`config.mk`:
```
export PLATFORM = sky130hd
export DESIGN_NAME = bus_transfer_unit
export DESIGN_NICKNAME = d
export VERILOG_FILES = /design/src/rtl/bus_transfer_unit_pkg.sv /design/src/rtl/bus_transfer_unit_grant_encoder_3b.sv /design/src/rtl/bus_transfer_unit.sv
export SDC_FILE = /design/constraint.sdc
export NUM_CORES = 1
export LEC_CHECK = 0
export BUFFER_PORTS_ARGS = -buffer_cell sky130_fd_sc_hd__buf_2
export CAP_MARGIN = 40
export CORE_AREA = 5 5 96 107
export CTS_BUF_LIST = sky130_fd_sc_hd__clkbuf_2 sky130_fd_sc_hd__clkbuf_4 sky130_fd_sc_hd__clkbuf_8
export DETAILED_ROUTE_END_ITERATION = 7
export DIE_AREA = 0 0 101 112
export PLACE_DENSITY = 0.78
export SYNTH_ARGS = -nofsm -noshare
export SYNTH_HDL_FRONTEND = slang
export SYNTH_SLANG_ARGS = --single-unit
```
`constraint.sdc`:
```
create_clock -name Clk -period 3.7 [get_ports Clk]
set_input_delay 0 -clock Clk [delete_from_list [all_inputs] [get_ports Clk]]
set_output_delay 0 -clock Clk [all_outputs]
set_load 0.05 [all_outputs]
```
`src/rtl/bus_transfer_unit_pkg.sv`:
```
// bus_transfer_unit_pkg: shared state encodings, master count and default widths
package bus_transfer_unit_pkg;
   localparam int N_MASTERS   = 7;
   localparam int DEF_ADDR_W  = 8;
   localparam int DEF_DATA_W  = 8;
   localparam int DEF_TIMEOUT = 15;
   typedef enum logic [2:0] {
      IDLE    = 3'd0,
      ACCESS  = 3'd1,
      ACK     = 3'd2,
      ABORT   = 3'd3,
      RELEASE = 3'd4
   } state_e;
endpackage

```
`src/rtl/bus_transfer_unit_grant_encoder_3b.sv`:
```
// grant_encoder_3b: one-hot grant to 3-bit master index with validity flags
//   oh_i    : grant vector, bit i = master i (1..7)
//   idx_o   : index of the set bit (highest set bit when multi-hot)
//   valid_o : exactly one bit set
//   multi_o : more than one bit set
module grant_encoder_3b (
   input  logic [7:1] oh_i,
   output logic [2:0] idx_o,
   output logic       valid_o,
   output logic       multi_o
);
   logic [2:0] cnt;
   always_comb begin
      idx_o = '0;
      cnt   = '0;
      for (int i = 1; i <= 7; i++) begin
         if (oh_i[i]) begin
            idx_o = 3'(i);
            cnt   = cnt + 3'd1;
         end
      end
      valid_o = cnt == 3'd1;
      multi_o = cnt > 3'd1;
   end
endmodule

```
`src/rtl/bus_transfer_unit.sv`:
```
// bus_transfer_unit: serves one arbiter-granted master per transfer on the shared memory bus
//   Clk/Rst            : clock, synchronous active-high reset
//   grt/req            : one-hot grant and request lines of masters 1..7
//   m_addr/m_wdata/m_we: flattened per-master address, write data, write enable
//   m_ack/m_err/m_rdata: one-cycle acknowledge / timeout flag, shared read data
//   mem_*              : memory bus strobe, write enable, address, data, ready
//   busy/grt_fault     : not idle / sticky multi-hot grant seen
module bus_transfer_unit
   import bus_transfer_unit_pkg::*;
#(
   parameter int ADDR_W  = DEF_ADDR_W,
   parameter int DATA_W  = DEF_DATA_W,
   parameter int TIMEOUT = DEF_TIMEOUT
) (
   input  logic                          Clk,
   input  logic                          Rst,
   input  logic [N_MASTERS:1]            grt,
   input  logic [N_MASTERS:1]            req,
   input  logic [N_MASTERS*ADDR_W-1:0]   m_addr,
   input  logic [N_MASTERS*DATA_W-1:0]   m_wdata,
   input  logic [N_MASTERS:1]            m_we,
   output logic [N_MASTERS:1]            m_ack,
   output logic [N_MASTERS:1]            m_err,
   output logic [DATA_W-1:0]             m_rdata,
   output logic                          mem_en,
   output logic                          mem_we,
   output logic [ADDR_W-1:0]             mem_addr,
   output logic [DATA_W-1:0]             mem_wdata,
   input  logic [DATA_W-1:0]             mem_rdata,
   input  logic                          mem_ready,
   output logic                          busy,
   output logic                          grt_fault
);
   state_e            state_q;
   logic [2:0]        idx_q;
   logic              we_q;
   logic [3:0]        cnt_q;
   logic [ADDR_W-1:0] addr_q;
   logic [DATA_W-1:0] wdata_q;
   logic [2:0]        g_idx;
   logic              g_valid;
   logic              g_multi;
   logic [ADDR_W-1:0] addr_a [N_MASTERS:1];
   logic [DATA_W-1:0] wdata_a [N_MASTERS:1];
   grant_encoder_3b u_enc (
      .oh_i    (grt),
      .idx_o   (g_idx),
      .valid_o (g_valid),
      .multi_o (g_multi)
   );
   for (genvar i = 1; i <= N_MASTERS; i++) begin : g_unpack
      assign addr_a[i]  = m_addr[i*ADDR_W-1 -: ADDR_W];
      assign wdata_a[i] = m_wdata[i*DATA_W-1 -: DATA_W];
   end
   assign mem_addr  = addr_q;
   assign mem_wdata = wdata_q;
   always_ff @(posedge Clk) begin
      if (Rst) begin
         state_q   <= IDLE;
         idx_q     <= '0;
         we_q      <= 1'b0;
         cnt_q     <= '0;
         addr_q    <= '0;
         wdata_q   <= '0;
         m_ack     <= '0;
         m_err     <= '0;
         m_rdata   <= '0;
         mem_en    <= 1'b0;
         mem_we    <= 1'b0;
         busy      <= 1'b0;
         grt_fault <= 1'b0;
      end else begin
         m_ack <= '0;
         m_err <= '0;
         unique case (state_q)
            IDLE: begin
               if (g_multi) grt_fault <= 1'b1;
               else if (g_valid && req[g_idx]) begin
                  idx_q   <= g_idx;
                  we_q    <= m_we[g_idx];
                  addr_q  <= addr_a[g_idx];
                  wdata_q <= wdata_a[g_idx];
                  cnt_q   <= '0;
                  mem_en  <= 1'b1;
                  mem_we  <= m_we[g_idx];
                  busy    <= 1'b1;
                  state_q <= ACCESS;
               end
            end
            ACCESS: begin
               if (mem_ready) begin
                  if (!we_q) m_rdata <= mem_rdata;
                  m_ack[idx_q] <= 1'b1;
                  mem_en       <= 1'b0;
                  mem_we       <= 1'b0;
                  state_q      <= ACK;
               end else begin
                  cnt_q <= cnt_q == 4'hF ? cnt_q : cnt_q + 4'd1;
                  // abort on the cycle the count would reach the limit
                  if (cnt_q + 4'd1 == 4'(TIMEOUT)) begin
                     m_err[idx_q] <= 1'b1;
                     mem_en       <= 1'b0;
                     mem_we       <= 1'b0;
                     state_q      <= ABORT;
                  end
               end
            end
            ACK, ABORT: state_q <= RELEASE;
            RELEASE: begin
               // a held request would otherwise be served twice
               if (!req[idx_q] || !grt[idx_q]) begin
                  busy    <= 1'b0;
                  state_q <= IDLE;
               end
            end
            default: state_q <= IDLE;
         endcase
      end
   end
endmodule

```
### Word-level counts from Yosys, hierarchy flattened

Index checks and enable logic that the tools add are counted.

| operators by class | value |
|---|---|
| add/sub/neg operators | 7 |
| $mul | 0 |
| div/mod/pow operators | 0 |
| $lt $le $gt $ge | 4 |
| eq/ne operators | 13 |
| shifts and indexed selects | 0 |
| multiplexer cells | 48 |
| bitwise gates (word level) | 5 |
| reductions and logical operators | 18 |

Operators by type and width:

| cell | number |
|---|---|
| 8-bit binary-select mux with 3-bit select | 2 |
| 3-bit 2-to-1 mux | 15 |
| 4-bit 2-to-1 mux | 4 |
| 8-bit 2-to-1 mux | 2 |
| 3-bit by 1-bit adder with 3-bit output, second input constant | 5 |
| 1-bit 2-to-1 mux | 13 |
| 1-bit binary-select mux with 3-bit select | 4 |
| 3-bit one-hot mux with 4 select lines | 1 |
| 4-bit AND reduction | 3 |
| 2-bit != test, second input constant | 5 |
| 4-bit == test, second input constant | 2 |
| 3-bit by 4-bit < comparator with 1-bit output, second input constant | 2 |
| 4-bit one-hot mux with 2 select lines | 1 |
| 3-bit by 1-bit == test with 1-bit output, second input constant | 2 |
| 3-bit by 2-bit == test with 1-bit output, second input constant | 2 |
| 1-bit one-hot mux with 2 select lines | 3 |
| 3-bit AND reduction | 2 |
| 1-bit NOT | 5 |
| 5-bit AND reduction | 1 |
| 4-bit by 1-bit adder with 4-bit output, second input constant | 1 |
| 2-bit 2-to-1 mux | 2 |
| 2-bit nonzero test | 2 |
| 4-bit OR reduction | 1 |
| 1-bit demux with 3-bit select | 1 |
| other kinds (12) | 14 |

| word-level totals | value |
|---|---|
| register bits after elaboration | 53 |
| bits in latches | 0 |
| memory bits (writable) | 0 |
| memory bits (read-only) | 0 |
| output and inout port bits | 42 |
| word-level logic and storage cells | 108 |
| memories | 0 |

### Depth between registers and ports, before layout

| logic depth | value |
|---|---|
| depth after elaboration | 18 |
| mapped depth | 21 |

### Modules after synthesis

Synthesis repeated with hierarchy kept, for this count alone.

| unflattened totals | value |
|---|---|
| cell total of the unflattened synthesis | 378 |
| area total of the unflattened synthesis | 3473.3 um^2 |

Modules (own cells, without submodules):

| module | instances | cells an instance | area each (um^2) |
|---|---|---|---|
| bus_transfer_unit | 1 | 329 | 3096.7 |
| grant_encoder_3b | 1 | 49 | 376.6 |

### Least setup slack after synthesis

Ideal clock, no wire load.

| path | value |
|---|---|
| path kind | input to register |
| start point | input grt[2] in the netlist's numbering |
| end point | register addr_q[0], in the netlist mem_addr[0] |
| library setup time | 143 ps |
| arrival | 3325 ps |
| required time | 3557 ps |
| slack | 232 ps |
| cell stages on the path | 20 |
| buffers on the path | 3 |
| path through | inv_1 -> ha_1 -> buf_2 -> xnor2_1 -> mux2_2 -> ha_1 -> xnor2_1 -> a22oi_1 -> and3_1 -> nor3_1 -> a31oi_1 -> ha_1 -> nand2_1 -> xnor2_1 -> xnor2_1 -> nor4b_2 -> a22o_1 -> buf_4 -> buf_6 -> a211oi_2 |

| between the ends | value |
|---|---|
| longest elaborated chain between the ends | 14 |
| elaborated cells between the ends (all ways) | 26 |
| classes of those cells | 5 x add/sub; 1 x order compare; 1 x eq/ne; 16 x mux; 1 x bitwise; 2 x reduce/logical |

RTL lines:

| what | RTL line | source |
|---|---|---|
| start: declaration | bus_transfer_unit.sv:17 | `input logic [N_MASTERS:1] grt,` |
| 3-bit 2-to-1 mux | bus_transfer_unit_grant_encoder_3b.sv:17 | `if (oh_i[i]) begin` |
| 3-bit by 1-bit adder with 3-bit output | bus_transfer_unit_grant_encoder_3b.sv:19 | `cnt = cnt + 3'd1;` |
| 3-bit 2-to-1 mux | bus_transfer_unit_grant_encoder_3b.sv:17 |  |
| 3-bit by 1-bit adder with 3-bit output | bus_transfer_unit_grant_encoder_3b.sv:19 |  |
| 3-bit 2-to-1 mux | bus_transfer_unit_grant_encoder_3b.sv:17 |  |
| 3-bit by 1-bit adder with 3-bit output | bus_transfer_unit_grant_encoder_3b.sv:19 |  |
| 3-bit 2-to-1 mux | bus_transfer_unit_grant_encoder_3b.sv:17 |  |
| 3-bit by 1-bit adder with 3-bit output | bus_transfer_unit_grant_encoder_3b.sv:19 |  |
| 3-bit 2-to-1 mux | bus_transfer_unit_grant_encoder_3b.sv:17 |  |
| 3-bit by 1-bit adder with 3-bit output | bus_transfer_unit_grant_encoder_3b.sv:19 |  |
| 3-bit 2-to-1 mux | bus_transfer_unit_grant_encoder_3b.sv:17 |  |
| 3-bit by 1-bit greater-than comparator with 1-bit output / 3-bit by 1-bit == test with 1-bit output (equally long branches) | bus_transfer_unit_grant_encoder_3b.sv:23, bus_transfer_unit_grant_encoder_3b.sv:22 |  |
| 1-bit NOT (no source line) / 1-bit logical AND (equally long branches) | - |  |
| 3-bit AND reduction (no source line) | - |  |
| end signal: assignment | bus_transfer_unit.sv:81 | `addr_q <= addr_a[g_idx];` |
| end: declaration | bus_transfer_unit.sv:38 | `logic [ADDR_W-1:0] addr_q;` |

Several ways; a longest one is shown, not always the timed one. The select of a mux whose other input is x is not followed.
A chain may end at the register's enable or synchronous reset.

### Worst setup path in the final report

| path | value |
|---|---|
| start point | input grt[2] in the netlist's numbering |
| end point | register idx_q[1] |

| between the ends | value |
|---|---|
| longest elaborated chain between the ends | 14 |
| elaborated cells between the ends (all ways) | 24 |
| classes of those cells | 5 x add/sub; 1 x order compare; 1 x eq/ne; 14 x mux; 1 x bitwise; 2 x reduce/logical |

RTL lines:

| what | RTL line | source |
|---|---|---|
| 3-bit 2-to-1 mux | bus_transfer_unit_grant_encoder_3b.sv:17 |  |
| 3-bit by 1-bit adder with 3-bit output | bus_transfer_unit_grant_encoder_3b.sv:19 |  |
| 3-bit 2-to-1 mux | bus_transfer_unit_grant_encoder_3b.sv:17 |  |
| 3-bit by 1-bit adder with 3-bit output | bus_transfer_unit_grant_encoder_3b.sv:19 |  |
| 3-bit 2-to-1 mux | bus_transfer_unit_grant_encoder_3b.sv:17 |  |
| 3-bit by 1-bit adder with 3-bit output | bus_transfer_unit_grant_encoder_3b.sv:19 |  |
| 3-bit 2-to-1 mux | bus_transfer_unit_grant_encoder_3b.sv:17 |  |
| 3-bit by 1-bit adder with 3-bit output | bus_transfer_unit_grant_encoder_3b.sv:19 |  |
| 3-bit 2-to-1 mux | bus_transfer_unit_grant_encoder_3b.sv:17 |  |
| 3-bit by 1-bit adder with 3-bit output | bus_transfer_unit_grant_encoder_3b.sv:19 |  |
| 3-bit 2-to-1 mux | bus_transfer_unit_grant_encoder_3b.sv:17 |  |
| 3-bit by 1-bit greater-than comparator with 1-bit output / 3-bit by 1-bit == test with 1-bit output (equally long branches) | bus_transfer_unit_grant_encoder_3b.sv:23, bus_transfer_unit_grant_encoder_3b.sv:22 |  |
| 1-bit NOT (no source line) / 1-bit logical AND (equally long branches) | - |  |
| 3-bit AND reduction (no source line) | - |  |
| end signal: assignment | bus_transfer_unit.sv:79 | `idx_q <= g_idx;` |
| end: declaration | bus_transfer_unit.sv:35 | `logic [2:0] idx_q;` |

Several ways; a longest one is shown, not always the timed one. The select of a mux whose other input is x is not followed.

==> results.cfg <==
[synth]
synth.cell_area_mm2 = 0.00387
syn_area_per_cell_um2 = 8.35
synth_seq_cells = 53
ys_types = 53
synth.most_common_cell = dfxtp_1
synth_warnings = 0
synth.net_count = 618
yosysTopAreaCellShare_pct = 27.4
synthTopCellsByCount = dfxtp_1, mux2i_1, a211oi_1, nor2_1, nand2_1
ys.flop_type = dfxtp_1
yosysTopAreaCell = dfxtp_1
synth-async-reset-ratio_pct = 0
yosysSeqAreaShare_pct = 27.4
synthTopCellsByArea = dfxtp_1, mux2i_1, a211oi_1
synthCells = 464
synth_edf_count = 0

[timing]
final.setup.tns_ns = 0
skew_ns = 0.0131
worst_pin_slew_ns = 0.841
drv_slew = 0
min_period_over_period_pct = 94.8
rsz0062_at_grt = yes
max_freq_ghz = 0.285
finalSetupViolCount = 0
setup_ws_ns = 0.193
min_period_ns = 3.51
slew_headroom_pct = 43.9
hold_violations = 0

[cells_and_area]
final_cell_count_no_fill = 757
final_nets = 793
syn2layout_area_growth_pct = 31.8
diodes = 0
seq_area_mm2 = 0.00106
final_layout_size_suffix_gt1_share_pct = 37.2
nFillCells = 813
multi_input_area_mm2 = 0.00261

[routing]
via_count = 4189
wl_per_cell_um = 16.3
drtIter0Drc = 184
drc = 0
ant_nets = 0
wirelength_um = 12400
wl_met2_um = 6290
wl_met3_um = 1080
top_layer = met4
met1_length_um = 4760
viasPerCell = 5.53
firstDrtPassIters = 5

[setup_path]
reg2reg_depth = 5
crit_type = input pin to register
startpoint_type = input pin
r2r_start = state_q[2]
rrSetupSlack_ns = 1.47
crit_arrival_ns = 3.72
end_kind = register
critPathMaxFanout = 12
r2r_end = idx_q[2]
worstPathRequired_ns = 3.92

[place]
dpl.cell_count = 741
portBuffers = 185
pre_cts_ws_ns = -0.174
gp_congestion = 0.905
hpwlAfterDp_um = 9800

[power]
combPwrFrac_pct = 46.2
irDropWorstVdd_mv = 0.202
clock_power_share_pct = 20.0
p_sw_w = 0.000837
switching_share_pct = 41.1
p_leak_nw = 2.30
cell_internal_pwr_w = 0.00120
powerDensity_mw_per_mm2 = 399
seqPwrFrac_pct = 33.9

[clocking]
cts_setup_buffers = 0
clock-root-buffer = clkbuf_8
numCtsBuffers = 5
clock_latency_ns = 0.31
clkTransAtPathRegs_ns = 0.10
clock-sinks = 53
h-tree-depth = 2
clockBufferDepth = 2
cts_tree = yes

[run_status]
status = finished clean

[global_route]
grt_pass1_wl_um = 19400
track_usage_pct = 20.6
grt_pass1_vias = 4221
antenna_found_initial = 0
overflow = 0
grt_max_degree = 70

[min_path]
hp-start = mem_ready
hp-class = input pin to register
whs_path_depth = 3
worstHoldEndpoint = m_ack[4]

[floorplanning]
start_util_pct = 42.5
coreArea_mm2 = 0.00912
dieArea_mm2 = 0.0113
die_w_um = 101
rows = 37
die_h_um = 112
pin_count = 186

[flow_run]
maxCapViolCount = 0
## flip-flops by register name, summed over array words and instances, names as in the netlist
register   count
mem_we         1
cnt_q          4
m_ack          7
m_err          7
m_rdata        8
mem_wdata      8
mem_addr       8
we_q           1
state_q        3
mem_en         1
grt_fault      1
idx_q          3
busy           1
## placed cells by master, fill, tap and decap left out, types with 21 or more instances in the layout
master and instances:
nand2_1 36, nor2_1 38, buf_2 185, a21oi_1 29
nor2b_1 21, a221oi_1 21, o21ai_0 23, a211oi_1 44
mux2i_1 47, dfxtp_1 53
## critical path, stage by stage
cell	delay [ns]
buf_2	0.11
inv_1	0.08
ha_1	0.35
xnor2_1	0.17
mux2_2	0.27
ha_1	0.30
xnor2_1	0.13
a22oi_1	0.19
and3_1	0.22
nor3_1	0.06
a31oi_1	0.16
ha_1	0.17
nand2_1	0.09
xnor2_2	0.18
xnor2_2	0.27
and2_1	0.17
and4b_1	0.26
buf_4	0.21
a221oi_1	0.09
a211oi_1	0.25
## how the worst max path moves through the flow
stage,startpoint,endpoint,cells after the start
after floorplan,grt[2],mem_addr[0],20
after global placement,grt[2],idx_q[0],20
after detailed placement,grt[2],mem_wdata[5],20
after CTS,grt[2],idx_q[1],20
after global routing,grt[2],idx_q[1],21
final,grt[2],idx_q[1],20
## layout make-up
cell class                 instances  share of cell area, %
inverter                           8                  0.588
clock inverter                     3                  0.931
clock buffer                       5                   1.35
sequential                        53                   20.8
timing repair buffer             209                   22.4
multi-input combinational        362                   51.1
tap                              117                   2.87
## power by group through the flow
stage               logic [W]  registers, W  clock network (W)
global placement     0.000896      0.000699                  0
CTS                  0.000934      0.000689           0.000414
global route          0.00102      0.000697           0.000440
finish               0.000940      0.000690           0.000407
floorplan            0.000519      0.000842                  0
detailed placement   0.000924      0.000701                  0
## logic make-up after synthesis
| logic type | Yosys count | synth area share, % |
|---|---|---|
| and+or+nand+nor | 133 | 17.0 |
| buffers and inverters | 49 | 6.01 |
| muxes | 54 | 14.2 |
| xor gates and xnor gates | 12 | 2.91 |
| DFF | 53 | 27.4 |
| adders and majority gates | 10 | 3.23 |
| AOI/OAI and AO/OA | 153 | 29.3 |
## stage by stage
stage / hold WS (ns) / total power [W] / area [µm²] / utilization (%)
floorplan: 0.144 / 0.00136 / 3870 / -
global placement: 0.231 / 0.00160 / 4880 / 53.5
detailed placement: 0.247 / 0.00163 / 4890 / 53.6
CTS: 0.0276 / 0.00204 / 5090 / 55.8
global route: 0.0575 / 0.00215 / 5110 / 56.0
finish: 0.0515 / 0.00204 / 5110 / 56.0
## metal layers
| metal | up-vias | track usage, % |
|---|---|---|
| li1 | 2078 | - |
| met3 | 25 | 4.45 |
| met5 | - | 0 |
| met1 | 1914 | 24.6 |
| met4 | 0 | 4.88 |
| met2 | 172 | 37.1 |
## repair_timing
item | in CTS | in global routing
hold buffers | 8 | 0
endpoints found under the setup margin | 0 | 23
endpoints found under the hold margin | 8 | 0
resized for setup | 0 | 3
Note: power is estimated with default switching activity, not from simulation.
